**config.mk**
```make
export PLATFORM = sky130hd
export DESIGN_NAME = tile_plotter_flat
export DESIGN_NICKNAME = d
export VERILOG_FILES = /design/src/rtl/tile_plotter_if.sv /design/src/rtl/tile_plotter.sv /design/src/flat_wrapper.sv
export SDC_FILE = /design/constraint.sdc
export NUM_CORES = 1
export LEC_CHECK = 0
export CAP_MARGIN = 10
export CORE_MARGIN = 1.5
export CORE_UTILIZATION = 40
export CTS_CLUSTER_SIZE = 25
export DETAILED_ROUTE_END_ITERATION = 7
export HOLD_SLACK_MARGIN = 0.05
export PLACE_DENSITY_LB_ADDON = 0.2
export SYNTH_ARGS = -nofsm -noshare
export SYNTH_HDL_FRONTEND = slang
export SYNTH_SLANG_ARGS = --single-unit
```
**constraint.sdc**
```tcl
create_clock -name clk -period 4.15 [get_ports clk]
set_input_delay 0.415 -clock clk [delete_from_list [all_inputs] [get_ports clk]]
set_output_delay 0.415 -clock clk [all_outputs]
set_load 0.02 [all_outputs]
```
**src/rtl/tile_plotter_if.sv**
```systemverilog
// Tile plotter bus: tile request in from the game FSM / tile LUT, pixel
// writes out to the VGA adapter.
interface tile_plotter_if;
  logic       start;
  logic       flash;
  logic [7:0] x_in;
  logic [7:0] y_in;
  logic [2:0] colour_in;
  logic [7:0] x_out;
  logic [7:0] y_out;
  logic [2:0] colour_out;
  logic       plot;
  logic       busy;
  logic       done;

  // Requester side: issues tiles, observes the pixel stream and status.
  modport master (
    output start, flash, x_in, y_in, colour_in,
    input  x_out, y_out, colour_out, plot, busy, done
  );

  // Plotter side.
  modport slave (
    input  start, flash, x_in, y_in, colour_in,
    output x_out, y_out, colour_out, plot, busy, done
  );
endinterface

```
**src/rtl/tile_plotter.sv**
```systemverilog
// Tile plotter: latches a tile (x, y, colour) request and raster-scans a
// TILE x TILE square into the VGA adapter, one pixel per clock. In flash mode
// the tile is held lit for HOLD_CYCLES clocks and then overwritten with black.
module tile_plotter #(
  parameter int unsigned TILE        = 8,
  parameter int unsigned HOLD_CYCLES = 25000000,
  parameter int unsigned HOLD_W      = 25
) (
  input logic           clk,
  input logic           reset,
  tile_plotter_if.slave bus
);

  localparam int unsigned CW       = $clog2(TILE);
  localparam int unsigned HOLD_MAX = (HOLD_CYCLES == 0) ? 1 : HOLD_CYCLES;

  localparam logic [CW-1:0]     PMax     = CW'(TILE - 1);
  localparam logic [HOLD_W-1:0] HoldLast = HOLD_W'(HOLD_MAX - 1);

  typedef enum logic [2:0] {StIdle, StDraw, StHold, StErase, StDone} state_e;

  state_e            state_q, state_d;
  logic [CW-1:0]     px_q, px_d;
  logic [CW-1:0]     py_q, py_d;
  logic [HOLD_W-1:0] hold_q, hold_d;
  logic [7:0]        x_lat_q, x_lat_d;
  logic [7:0]        y_lat_q, y_lat_d;
  logic [2:0]        c_lat_q, c_lat_d;
  logic              flash_q, flash_d;

  logic [7:0] x_out_q, x_out_d;
  logic [7:0] y_out_q, y_out_d;
  logic [2:0] colour_q, colour_d;
  logic       plot_q, plot_d;
  logic       busy_q, busy_d;
  logic       done_q, done_d;

  logic       scan_d;

  // Next-state, counters, latches, and output decode of the next state so
  // the output registers always mirror the registered state/counters.
  always_comb begin
    state_d = state_q;
    px_d    = px_q;
    py_d    = py_q;
    hold_d  = hold_q;
    x_lat_d = x_lat_q;
    y_lat_d = y_lat_q;
    c_lat_d = c_lat_q;
    flash_d = flash_q;

    unique case (state_q)
      StIdle: begin
        if (bus.start) begin
          state_d = StDraw;
          x_lat_d = bus.x_in;
          y_lat_d = bus.y_in;
          c_lat_d = bus.colour_in;
          flash_d = bus.flash;
          px_d    = '0;
          py_d    = '0;
        end
      end
      StDraw, StErase: begin
        if (px_q == PMax) begin
          px_d = '0;
          if (py_q == PMax) begin
            py_d    = '0;
            hold_d  = '0;
            state_d = (state_q == StDraw && flash_q) ? StHold : StDone;
          end else begin
            py_d = py_q + 1'b1;
          end
        end else begin
          px_d = px_q + 1'b1;
        end
      end
      StHold: begin
        if (hold_q == HoldLast) begin
          hold_d  = '0;
          px_d    = '0;
          py_d    = '0;
          state_d = StErase;
        end else begin
          hold_d = hold_q + 1'b1;
        end
      end
      StDone: state_d = StIdle;
      default: state_d = StIdle;
    endcase

    scan_d   = (state_d == StDraw) || (state_d == StErase);
    plot_d   = scan_d;
    x_out_d  = scan_d ? (x_lat_d + {{(8 - CW){1'b0}}, px_d}) : 8'd0;
    y_out_d  = scan_d ? (y_lat_d + {{(8 - CW){1'b0}}, py_d}) : 8'd0;
    colour_d = (state_d == StDraw) ? c_lat_d : 3'b000;
    busy_d   = (state_d != StIdle);
    done_d   = (state_d == StDone);
  end

  // State, counters, latches and registered outputs; reset clears everything.
  always_ff @(posedge clk or posedge reset) begin
    if (reset) begin
      state_q  <= StIdle;
      px_q     <= '0;
      py_q     <= '0;
      hold_q   <= '0;
      x_lat_q  <= '0;
      y_lat_q  <= '0;
      c_lat_q  <= '0;
      flash_q  <= 1'b0;
      x_out_q  <= '0;
      y_out_q  <= '0;
      colour_q <= '0;
      plot_q   <= 1'b0;
      busy_q   <= 1'b0;
      done_q   <= 1'b0;
    end else begin
      state_q  <= state_d;
      px_q     <= px_d;
      py_q     <= py_d;
      hold_q   <= hold_d;
      x_lat_q  <= x_lat_d;
      y_lat_q  <= y_lat_d;
      c_lat_q  <= c_lat_d;
      flash_q  <= flash_d;
      x_out_q  <= x_out_d;
      y_out_q  <= y_out_d;
      colour_q <= colour_d;
      plot_q   <= plot_d;
      busy_q   <= busy_d;
      done_q   <= done_d;
    end
  end

  assign bus.x_out      = x_out_q;
  assign bus.y_out      = y_out_q;
  assign bus.colour_out = colour_q;
  assign bus.plot       = plot_q;
  assign bus.busy       = busy_q;
  assign bus.done       = done_q;

endmodule

```
**src/flat_wrapper.sv**
```systemverilog
// flat-port wrapper written by rule: the top's interface ports become plain ports
module tile_plotter_flat 
#(
  parameter int unsigned TILE        = 8,
  parameter int unsigned HOLD_CYCLES = 25000000,
  parameter int unsigned HOLD_W      = 25
)
  (clk, reset, bus_start, bus_flash, bus_x_in, bus_y_in, bus_colour_in, bus_x_out, bus_y_out, bus_colour_out, bus_plot, bus_busy, bus_done);
  tile_plotter_if bus_i ();
  input logic clk;
  input logic reset;
  input wire logic [$bits(bus_i.start)-1:0] bus_start;
  input wire logic [$bits(bus_i.flash)-1:0] bus_flash;
  input wire logic [$bits(bus_i.x_in)-1:0] bus_x_in;
  input wire logic [$bits(bus_i.y_in)-1:0] bus_y_in;
  input wire logic [$bits(bus_i.colour_in)-1:0] bus_colour_in;
  output wire logic [$bits(bus_i.x_out)-1:0] bus_x_out;
  output wire logic [$bits(bus_i.y_out)-1:0] bus_y_out;
  output wire logic [$bits(bus_i.colour_out)-1:0] bus_colour_out;
  output wire logic [$bits(bus_i.plot)-1:0] bus_plot;
  output wire logic [$bits(bus_i.busy)-1:0] bus_busy;
  output wire logic [$bits(bus_i.done)-1:0] bus_done;
  assign bus_i.start = bus_start;
  assign bus_i.flash = bus_flash;
  assign bus_i.x_in = bus_x_in;
  assign bus_i.y_in = bus_y_in;
  assign bus_i.colour_in = bus_colour_in;
  assign bus_x_out = bus_i.x_out;
  assign bus_y_out = bus_i.y_out;
  assign bus_colour_out = bus_i.colour_out;
  assign bus_plot = bus_i.plot;
  assign bus_busy = bus_i.busy;
  assign bus_done = bus_i.done;
  tile_plotter #(.TILE(TILE), .HOLD_CYCLES(HOLD_CYCLES), .HOLD_W(HOLD_W)) u_core (.clk(clk), .reset(reset), .bus(bus_i));
endmodule
```
# Yosys cells after proc, flatten, opt, wreduce, memory -nomap -nowiden
# Index checks and enable logic that the tools add are counted.
[word_totals]
output_inout_bits = 22
register_bits = 76
elab_cells = 66
[op_classes]
n_mux = 28
add_sub_neg = 5
reduce_logical = 8
eq_ne = 11
[op_table]
columns = ["operator", "count"]
rows = [
  ["2-to-1 mux 25 bit", 3],
  ["one-hot mux 25 bit (2 select lines)", 1],
  ["2-to-1 mux 8 bit", 6],
  ["2-to-1 mux 3 bit", 15],
  ["one-hot mux 3 bit (3 select lines)", 3],
  ["adder 25 x 1 -> 25 bit (second input constant)", 1],
  ["== test 25 bit (second input constant)", 1],
  ["adder 8 x 3 -> 8 bit", 2],
  ["== test 3 x 2 -> 1 bit (second input constant)", 3],
  ["== test 3 bit (second input constant)", 3],
  ["adder 3 x 1 -> 3 bit (second input constant)", 2],
  ["== test 3 x 1 -> 1 bit (second input constant)", 2],
  ["inequality test 2 x 1 -> 1 bit (second input constant)", 2],
  ["logical NOT 3 bit", 1],
  ["AND reduction 3 bit", 1],
  ["nonzero test 3 bit", 1],
  ["AND reduction 2 bit", 1],
  ["nonzero test 2 bit", 1],
  ["OR reduction 2 bit", 1],
  ["logical AND 1 bit", 1],
  ["logical OR 1 bit", 1],
]

# Longest topological paths before layout
# Gate-level depths: netlist (run 1).
[logic_depth]
ltp_word = 9
ltp_mapped = 14

# Least setup slack after synthesis (run 1)
# OpenSTA, ideal clock, no wires.
[synth_timing]
path_type = "flip-flop to flip-flop"
startpoint = "reg u_core.hold_q[0]"
endpoint = "reg u_core.x_out_q[6] (netlist: u_core.bus.x_out[6])"
required_time_ps = 4056
path_stages_with_launch = 14
setup_slack_ps = 999
setup_ps = 94
path_buffers = 0
t_arrival_ps = 3057
path_cell_list = "dfrtp_1 ha_1 and4_1 and4_2 a21oi_4 or3_4 mux2_2 ha_1 fa_1 a21o_1 nand4_1 xnor2_1 nor2_1 a211oi_1"
[synth_via]
elab_cells_between_ends = 10
[synth_rtl]
columns = ["element", "line", "text"]
rows = [
  ["from (decl)", "tile_plotter.sv:25", "logic [HOLD_W-1:0] hold_q, hold_d;"],
  ["from (signal assigned)", "tile_plotter.sv:122", "hold_q <= hold_d;"],
  ["== test 25 bit", "tile_plotter.sv:79", "if (hold_q == HoldLast) begin"],
  ["2-to-1 mux 3 bit", "tile_plotter.sv:79", ""],
  ["one-hot mux 3 bit (3 select lines)", "tile_plotter.sv:52", "unique case (state_q)"],
  ["net u_core.px_d[0]", "tile_plotter.sv:23", "logic [CW-1:0] px_q, px_d;"],
  ["adder 8 x 3 -> 8 bit", "tile_plotter.sv:94", "x_out_d = scan_d ? (x_lat_d + {{(8 - CW){1'b0}}, px_d}) : 8'd0;"],
  ["2-to-1 mux 8 bit", "tile_plotter.sv:94", ""],
  ["net u_core.x_out_d[6]", "tile_plotter.sv:31", "logic [7:0] x_out_q, x_out_d;"],
  ["to (signal assigned)", "tile_plotter.sv:127", "x_out_q <= x_out_d;"],
  ["to (decl)", "tile_plotter.sv:31", ""],
]
# The timed path passes the listed nets, and every way through them passes these cells.
# A chain may end at the register's enable or synchronous reset.

# Worst setup path after layout (run 1)
# Ends and elaborated chain as after synthesis.

==> run_results.csv, run 1 <==
group,metric,value,unit
synth,synth.top_cell.area_share,0.4932,
sta,worst-slew-pin-transition,809.3,ps
global_routing,use_met2,0.2741,
global_routing,global_route_track_usage_on_met1,0.2468,
pwr,sequentialPowerShare,0.403,
synth,synthesis.instances,396,
route,route.antenna.remaining_nets,0,
critical_path,timing.reg2reg.setup_slack,780,ps
synth,synth-edff-count,0,
sta,timing.final.ws_setup,777.3,ps
layout,post_route_cells_drive_above_1_share,0.08520,
floorplanning,coreArea,0.009284,mm²
clock_tree,h-tree-depth,3,
placement,place_hpwl,5.697,mm
layout,syn2layout_area_growth,20.54,%
pwr,sw_frac_of_total,0.3332,
synth,synth.largest_area_cell,"dfrtp_1",
clock_tree,cts_max_path_buffers,2,
clock_tree,clock_insertion_delay_worst_skew,360,ps
run_status,run_status,"finished, final reports clean",
placement,port-buffer-count,44,
synth,syn_area_per_cell,9.738,µm²
sta,final.min_clock_period,3373,ps
synth,yosys-top-cells-count,"nand2_1, dfrtp_1, nand3_1",
floorplanning,dieHeight,101.2,µm
synth,postSynth.asyncResetShare,1.000,
sta,clock-skew-final,11.68,ps
clock_tree,ctsResizeCount,0,
sta,finalMaxSlewViolations,0,
clock_tree,cts_root_buffer,"clkbuf_8",
pwr,power_density,558.3,mW/mm²
placement,preCtsSetupSlack,782.0,ps
layout,num-nets-final,477,
synth,synth.yosys.seq_area_share,0.4932,
sta,min_period_over_period,0.8127,
route,dr_total_vias,3047,
synth,synth_area,0.003856,mm²
floorplanning,design.die.area,0.01024,mm²
synth,synth_top_flop_cell,"dfrtp_1",
route,drc,0,
global_routing,grt_antenna_before_repair,0,
pwr,internal-power,1.730,mW
global_routing,globalRoute.busiestLayer,"met2",
pwr,power_switching,0.8648,mW
flow_run,maxCapViolCount,0,
route,detail_route.wl_per_cell,14.35,µm
clock_tree,postCtsSetupRepairBufs,0,
pwr,power.share.combinational,0.359,
global_routing,grt_start_max_net_pins,35,
critical_path,critical_path.reg2reg.startpoint,"u_core.hold_q[0]$_DFFE_PP0P_",
critical_path,reg2reg_depth,13,
global_routing,grt_first_pass_wirelength,14.23,mm
clock_tree,cts_hold_buf,0,
global_routing,first_global_vias,2948,
clock_tree,numCtsBuffers,9,
floorplanning,floorplan.initialDensity,0.4154,
global_routing,grt_remaining_overflow,0,
route,wirelength,8.254,mm
sta,timing.fmax,296.5,MHz
critical_path,timing.critical_path.to,"u_core.bus.x_out[6]$_DFF_PP0_",
placement,gpl.final_weighted_congestion,0.8697,
critical_path,reg2reg_to,"u_core.bus.x_out[6]$_DFF_PP0_",
placement,place_inst,559,
route,avgViaCountPerCell,5.299,
global_routing,groute.layer.met3.usage,0.03520,
route,drt_iter0_drc,136,
synth,postSynthNetCount,432,
pwr,max-vdd-ir-drop,0.3383,mV
pwr,power_leakage,2.008,nW
critical_path,required,4410,ps
synth,most_used_standard_cell_by_instance_count_after_synthesis,"nand2_1",
synth,netlist-cell-type-count,50,
sta,setup_viol,0,
layout,insertedDiodeCount,0,
synth,ys_warn_count,0,
synth,synth_area_leaders,"dfrtp_1, nand2_1, ha_1, xnor2_1, nand3_1",
sta,fin_setup_tns,0,ps
critical_path,critPathLaunchType,"flip-flop",
floorplanning,die_w,101.2,µm
critical_path,crit_end_element,"flip-flop",
layout,final_cell_count_no_fill,575,
critical_path,critPathLaunch,"u_core.hold_q[0]$_DFFE_PP0P_",
synth,postSynthRegisterBits,76,
clock_tree,cts_tree,"yes",
route,drtPass1Iterations,4,
sta,report.final.hold_viol_count,0,
sta,maxSlewHeadroom,0.4605,
global_routing,grtUsageTotal,0.1771,
critical_path,critPathKind,"reg2reg",
floorplanning,placementRows,35,
clock_tree,worst_setup_hold_path_clk_slew,80,ps
worst_hold_path,worst_hold_path_type,"in2async",
critical_path,crit_path_max_fanout,5,
pwr,power.clock.fraction,0.238,
sta,grt_setup_unrepaired,"false",
floorplanning,design.portCount,45,
clock_tree,cts_sinks,76,
critical_path,critical_path_arrival,3630,ps
-- layer usage --
layer / part of all wire / vias up
li1: - / 1489
met1: 0.50 / 1484
met2: 0.45 / 62
met3: 0.038 / 12
met4: 0.016 / 0
met5: 0 / -
-- sequential cells by signal, indices dropped and copies added (netlist names) --
| name | flops |
|---|---|
| u_core.hold_q | 25 |
| u_core.bus.plot | 1 |
| u_core.bus.colour_out | 3 |
| u_core.state_q | 3 |
| u_core.bus.done | 1 |
| u_core.c_lat_q | 3 |
| u_core.px_q | 3 |
| u_core.x_lat_q | 8 |
| u_core.flash_q | 1 |
| u_core.py_q | 3 |
| u_core.bus.busy | 1 |
| u_core.y_lat_q | 8 |
| u_core.bus.x_out | 8 |
| u_core.bus.y_out | 8 |
-- kinds of logic after synthesis --
| family | after synthesis | share of synthesized area |
|---|---|---|
| and+or+nand+nor | 181 | 0.2388 |
| AOI/OAI and AO/OA | 78 | 0.1343 |
| muxes | 9 | 0.02498 |
| DFF | 76 | 0.4932 |
| xor gates and xnor gates | 17 | 0.03861 |
| buffers and inverters | 22 | 0.02401 |
| adders and majority gates | 13 | 0.04607 |
-- layout make-up --
class                      instances  area [µm²]
multi-input combinational        298        1862
fill                             891        4636
tap                              129       161.4
clock inverter                     7       91.34
sequential                        76        1902
clock buffer                       9       123.9
timing repair buffer              50       485.5
inverter                           6       22.52
-- power groups by stage --
stage | Combinational [mW] | Clock [mW] | Sequential [mW]
6_report | 0.932 | 0.618 | 1.05
5_1_grt | 1.04 | 0.662 | 1.06
4_1_cts | 0.944 | 0.637 | 1.05
3_5_place_dp | 0.935 | 0 | 1.06
3_3_place_gp | 0.927 | 0 | 1.06
2_1_floorplan | 0.515 | 0 | 1.15
-- worst max-delay path, stage by stage, from the launching register on --
cell      delay [ps]
dfrtp_1          410
ha_1             240
and4_1           260
and4_2           290
a21oi_4           80
or3_4            390
mux2_2           300
ha_1             210
fa_1             400
a21o_1           210
nand4_1          110
xnor2_1          120
nor2_1            50
a211oi_1         200
-- cell usage in the layout, fill, tap and decap left out, types with 13 or more instances in the layout --
cell type / count
a21o_1: 13
dfrtp_1: 76
a21oi_1: 18
nor2_1: 21
nand2_1: 80
nand3_1: 22
clkdlybuf4s50_1: 44
a31oi_1: 16
xnor2_1: 13
-- worst min path at each step --
stage,start,end
floorplan,u_core.c_lat_q[0]$_DFF_PP0_,u_core.c_lat_q[0]$_DFF_PP0_
global placement,u_core.c_lat_q[2]$_DFF_PP0_,u_core.c_lat_q[2]$_DFF_PP0_
detailed placement,u_core.c_lat_q[0]$_DFF_PP0_,u_core.c_lat_q[0]$_DFF_PP0_
CTS,reset,u_core.c_lat_q[1]$_DFF_PP0_
global route,reset,u_core.c_lat_q[1]$_DFF_PP0_
finish,reset,u_core.bus.colour_out[1]$_DFF_PP0_
-- through the flow --
| stage | utilization | power, mW | hold slack (ps) | instance area [µm²] |
|---|---|---|---|---|
| floorplan | - | 1.661 | 433.6 | 3856 |
| global placement | 0.4775 | 1.984 | 445.7 | 4433 |
| detailed placement | 0.4775 | 1.994 | 454.8 | 4433 |
| CTS | 0.5007 | 2.627 | 428.8 | 4648 |
| global route | 0.5007 | 2.771 | 466.9 | 4648 |
| finish | 0.5007 | 2.595 | 411.1 | 4648 |
(Power assumes the default switching activity.)
==> run 2, diff against run 1 <==
clock period = 2.8 ns   (was 4.15 ns; I/O delays follow)
==> run_results.csv, run 2 (same netlist as run 1, synthesis figures left out) <==
group,metric,value,unit
layout,post-route-util,0.5647,
sta,timing.fmax,342.6,MHz
clock_tree,cts_hold_buf,0,
clock_tree,clock_insertion_delay_worst_skew,350,ps
layout,post_route_cells_drive_above_1_share,0.2242,
layout,num-nets-final,535,
route,drc,0,
sta,setup_viol,5,
floorplanning,dieHeight,101.2,µm
sta,final.min_clock_period,2919,ps
sta,timing.final.ws_setup,-118.5,ps
floorplanning,design.portCount,45,
clock_tree,h-tree-depth,3,
worst_hold_path,worst_hold_path_type,"in2async",
run_status,failed_checks,"negative setup slack",
global_routing,first_global_vias,3217,
critical_path,critPathKind,"reg2reg",
critical_path,cp_slowest_stage_delay,370,ps
route,dr_total_vias,3221,
global_routing,grt_remaining_overflow,0,
sta,maxSlewHeadroom,0.6121,
layout,syn2layout_area_growth,35.95,%
floorplanning,coreArea,0.009284,mm²
floorplanning,floorplan.initialDensity,0.4154,
sta,worst-slew-pin-transition,577.5,ps
floorplanning,design.die.area,0.01024,mm²
critical_path,crit_path_max_fanout,4,
critical_path,timing.critical_path.buf_inv,0,
flow_run,maxCapViolCount,0,
placement,place_hpwl,6.240,mm
pwr,max-vdd-ir-drop,0.5104,mV
critical_path,critPathLaunchType,"flip-flop",
critical_path,critical_path_arrival,3180,ps
critical_path,timing.critical_path.slowest_stage_cell,"dfrtp_1",
critical_path,critical-path-top-delay-family,"simple AND/OR/NAND/NOR gates",
route,route.antenna.remaining_nets,0,
global_routing,grt_antenna_before_repair,0,
sta,finalMaxSlewViolations,0,
route,drtPass1Iterations,4,
layout,insertedDiodeCount,0,
clock_tree,worst_setup_hold_path_clk_slew,90,ps
critical_path,required,3060,ps
global_routing,grtUsageTotal,0.1880,
sta,min_period_over_period,1.042,
route,drt_iter0_drc,119,
placement,preCtsSetupSlack,-252.2,ps
layout,regMostFlops,"u_core.hold_q",
route,detail_route.wl_per_cell,14.25,µm
global_routing,grt_start_max_net_pins,56,
route,wirelength,9.019,mm
sta,report.final.hold_viol_count,0,
critical_path,crit_path_cell_trace,"ha_2 > and4_1 > and4_4 > a21oi_4 > or3_4 > mux2_4 > ha_4 > fa_2 > a21o_1 > nand4_1 > xnor2_1 > nor2_1 > a211oi_1",
route,avgViaCountPerCell,5.088,
layout,mostFrequentLayoutCell,"nand2_1",
floorplanning,die_w,101.2,µm
pwr,post-layout-total-power,4.206,mW
global_routing,grt_first_pass_wirelength,15.17,mm
clock_tree,cts_tree,"yes",
run_status,run_status,"finished, violations left",
clock_tree,cts_max_path_buffers,2,
sta,grt_setup_unrepaired,"true",
layout,largest_reg_flops,25,
clock_tree,numCtsBuffers,9,
placement,port-buffer-count,44,
clock_tree,cts_sinks,76,
pwr,power_leakage,2.347,nW
critical_path,crit_end_element,"flip-flop",
floorplanning,placementRows,35,
layout,final_cell_mix,"nand2_1, dfrtp_1, buf_4, clkdlybuf4s50_1, nand3_1",
sta,clock-skew-final,15.64,ps
placement,gpl.final_weighted_congestion,0.8359,
clock_tree,cts_root_buffer,"clkbuf_8",
pwr,power_density,802.2,mW/mm²
-- run 2: cell types whose count changed in the layout (fill, tap and decap cells not counted), moves of 3 or more --
cell / delta
a21oi_1: -3
ha_1: -4
buf_4: +55
clkinv_2: -3
-- run 2: path summary, 6_finish.rpt --
check,startpoint,endpoint,slack (ps),cells past startpoint
setup / recovery,u_core.hold_q[0]$_DFFE_PP0P_,u_core.bus.x_out[6]$_DFF_PP0_,-120,13
hold / removal,reset,u_core.bus.colour_out[0]$_DFF_PP0_,290,2
setup reg to reg,u_core.hold_q[0]$_DFFE_PP0P_,u_core.bus.x_out[6]$_DFF_PP0_,-120,13
hold reg to reg,u_core.flash_q$_DFFE_PP0P_,u_core.flash_q$_DFFE_PP0P_,470,2
max in group asynchronous,reset,u_core.hold_q[21]$_DFFE_PP0P_,1850,3
min in group clk,u_core.flash_q$_DFFE_PP0P_,u_core.flash_q$_DFFE_PP0P_,470,2
-- run 2: per-layer routing --
| layer | global-route usage | share of wire | up-vias |
|---|---|---|---|
| met3 | 0.03796 | 0.034 | 2 |
| met2 | 0.3108 | 0.49 | 51 |
| met1 | 0.2571 | 0.47 | 1558 |
| met5 | 0 | 0 | - |
| li1 | - | - | 1610 |
| met4 | 0.04167 | 0.0038 | 0 |
-- run 2: where the power goes --
group          switching [mW]  internal, mW
clock                   0.410         0.508
sequential              0.147          1.40
combinational           0.846         0.899
total                    1.40          2.80
-- run 2: area by class of cell --
| class | instances | area [µm²] |
|---|---|---|
| Inverter | 6 | 22.52 |
| Multi-Input combinational cell | 298 | 1989 |
| Clock buffer | 11 | 131.4 |
| Timing Repair Buffer | 108 | 949.7 |
| Tap cell | 129 | 161.4 |
| Fill cell | 866 | 4041 |
| Sequential cell | 76 | 1902 |
| Clock inverter | 5 | 86.33 |
-- run 2: repair_timing --
action,in CTS,in global routing
pin swaps,15,10
resized for setup,8,7
setup buffers,4,4
setup endpoints to repair,8,10
cloned,0,0
-- run 2: through the flow --
stage	hold slack, ps	instance area, µm²	cells	TNS [ps]
after floorplan	385.4	3900	396	-546.6
after global placement	450.3	4875	609	-274.3
after detailed placement	455.5	4875	609	-896.0
after CTS	302.2	5164	629	-312.9
after global routing	325.9	5243	633	-1519
final	290.6	5243	633	-412.8
==> run 3, diff against run 2 <==
CORE_ASPECT_RATIO = 0.6   (was default)
CORE_UTILIZATION = 50   (was 40)
==> run_results.csv, run 3 (same netlist as run 1, synthesis figures left out) <==
group,metric,value,unit
critical_path,reg2reg_depth,13,
sta,final.min_clock_period,2922,ps
route,drc,0,
route,detail_route.wl_per_cell,15.75,µm
floorplanning,die_w,116.4,µm
clock_tree,numCtsBuffers,9,
run_status,failed_checks,"negative setup slack",
layout,regMostFlops,"u_core.hold_q",
critical_path,critical_path_arrival,3160,ps
pwr,max-vdd-ir-drop,0.7552,mV
layout,post-route-util,0.7126,
worst_hold_path,worst_hold_path_type,"in2async",
placement,port-buffer-count,44,
layout,largest_reg_flops,25,
sta,setup_viol,6,
critical_path,timing.reg2reg.setup_slack,-120,ps
clock_tree,clock_insertion_delay_worst_skew,330,ps
route,avgViaCountPerCell,5.564,
layout,insertedDiodeCount,0,
sta,min_period_over_period,1.043,
run_status,run_status,"finished, violations left",
layout,final_area,0.005243,mm²
route,wirelength,9.464,mm
flow_run,maxCapViolCount,0,
placement,preCtsSetupSlack,-213.0,ps
layout,mostFrequentLayoutCell,"nand2_1",
route,dr_total_vias,3344,
sta,timing.final.ws_setup,-121.6,ps
clock_tree,cts_tree,"yes",
placement,placement.cell_area,0.004821,mm²
sta,report.final.hold_viol_count,0,
floorplanning,design.die.area,0.008266,mm²
critical_path,critical_path.reg2reg.startpoint,"u_core.hold_q[1]$_DFFE_PP0P_",
critical_path,critPathLaunchType,"flip-flop",
layout,post_route_cells_drive_above_1_share,0.2153,
clock_tree,cts_max_path_buffers,2,
route,drtPass1Iterations,5,
floorplanning,coreArea,0.007357,mm²
global_routing,grt_start_max_net_pins,35,
sta,finalMaxSlewViolations,0,
clock_tree,worst_setup_hold_path_clk_slew,60,ps
placement,gpl.final_weighted_congestion,0.8430,
sta,worst_hold_slack_across_all_endpoints,308.1,ps
clock_tree,cts_hold_buf,0,
sta,clock-skew-final,9.533,ps
global_routing,grt_remaining_overflow,0,
placement,place_hpwl,6.484,mm
layout,final_cell_count_no_fill,601,
global_routing,grt_antenna_before_repair,0,
critical_path,required,3040,ps
clock_tree,cts_root_buffer,"clkbuf_16",
critical_path,reg2reg_to,"u_core.bus.x_out[6]$_DFF_PP0_",
critical_path,crit_path_max_fanout,4,
layout,num-nets-final,528,
route,drt_iter0_drc,240,
floorplanning,dieHeight,71.03,µm
clock_tree,h-tree-depth,3,
global_routing,first_global_vias,3103,
floorplanning,placementRows,24,
critical_path,crit_end_element,"flip-flop",
clock_tree,cts_sinks,76,
floorplanning,design.portCount,45,
layout,final_cell_mix,"nand2_1, dfrtp_1, buf_4, clkdlybuf4s50_1, nand3_1",
sta,grt_setup_unrepaired,"true",
sta,worst-slew-pin-transition,884.7,ps
layout,syn2layout_area_growth,35.95,%
global_routing,grtUsageTotal,0.2427,
floorplanning,floorplan.initialDensity,0.5241,
pwr,power_leakage,2.350,nW
sta,timing.fmax,342.3,MHz
critical_path,critPathKind,"reg2reg",
pwr,power_density,844.3,mW/mm²
global_routing,grt_first_pass_wirelength,15.28,mm
placement,place_inst,581,
sta,maxSlewHeadroom,0.4102,
route,route.antenna.remaining_nets,0,
-- run 3: cell count changes in the layout (fill, tap and decap cells not counted), moves of 3 or more --
cell | before | now
buf_4 | 61 | 53
clkbuf_16 | 0 | 9
clkbuf_8 | 9 | 1
clkinv_4 | 3 | 0
-- run 3: timing repair --
item | 4_1_cts | 5_1_grt
resized for setup | 8 | 8
pin swaps | 21 | 13
setup endpoints to repair | 7 | 11
buffers inserted | 2 | 2
-- run 3: metrics by stage --
stage	total power, mW	TNS (ps)
5_1_grt	4.677	-1294
4_1_cts	4.387	-618.6
3_3_place_gp	3.068	-480.5
6_report	4.426	-441.3
3_5_place_dp	3.096	-999.0
2_1_floorplan	2.507	-546.6
-- run 3: layer usage --
| layer | track usage | wire, µm | up-vias |
|---|---|---|---|
| li1 | - | - | 1595 |
| met2 | 0.3588 | 4224 | 135 |
| met1 | 0.3584 | 4468 | 1598 |
| met5 | 0 | 0 | - |
| met4 | 0.06233 | 90 | 0 |
| met3 | 0.06084 | 681 | 16 |
-- run 3: area by class of cell --
| class | count | area (µm²) |
|---|---|---|
| fill | 537 | 2115 |
| clock inverter | 4 | 72.57 |
| tap | 104 | 130.1 |
| sequential | 76 | 1902 |
| inverter | 6 | 22.52 |
| multi-input combinational | 298 | 1968 |
| clock buffer | 12 | 246.5 |
| timing repair buffer | 101 | 900.9 |
-- run 3: worst max path at each step --
stage / startpoint / end / slack [ps] / cells after the start
finish: u_core.hold_q[1]$_DFFE_PP0P_ / u_core.bus.x_out[6]$_DFF_PP0_ / -120 / 13
global route: u_core.hold_q[1]$_DFFE_PP0P_ / u_core.bus.x_out[5]$_DFF_PP0_ / -230 / 12
CTS: u_core.hold_q[0]$_DFFE_PP0P_ / u_core.bus.x_out[6]$_DFF_PP0_ / -140 / 13
detailed placement: u_core.hold_q[1]$_DFFE_PP0P_ / u_core.bus.x_out[6]$_DFF_PP0_ / -210 / 13
global placement: u_core.hold_q[1]$_DFFE_PP0P_ / u_core.bus.x_out[6]$_DFF_PP0_ / -130 / 13
floorplan: u_core.hold_q[0]$_DFFE_PP0P_ / u_core.bus.x_out[6]$_DFF_PP0_ / -200 / 13
-- run 3: worst max-delay path, stage by stage, from the launching register on --
cell	delay [ps]
dfrtp_1	350
ha_2	190
and4_4	210
and4_4	230
a21oi_4	60
or3_4	350
mux2_4	290
ha_4	170
fa_2	330
a21o_1	220
nand4_1	100
xnor2_1	120
nor2_1	50
a211oi_1	150
-- run 3: where the power goes --
part           switching (mW)  internal (mW)
combinational           0.816          0.827
sequential              0.146           1.40
clock                   0.434          0.803
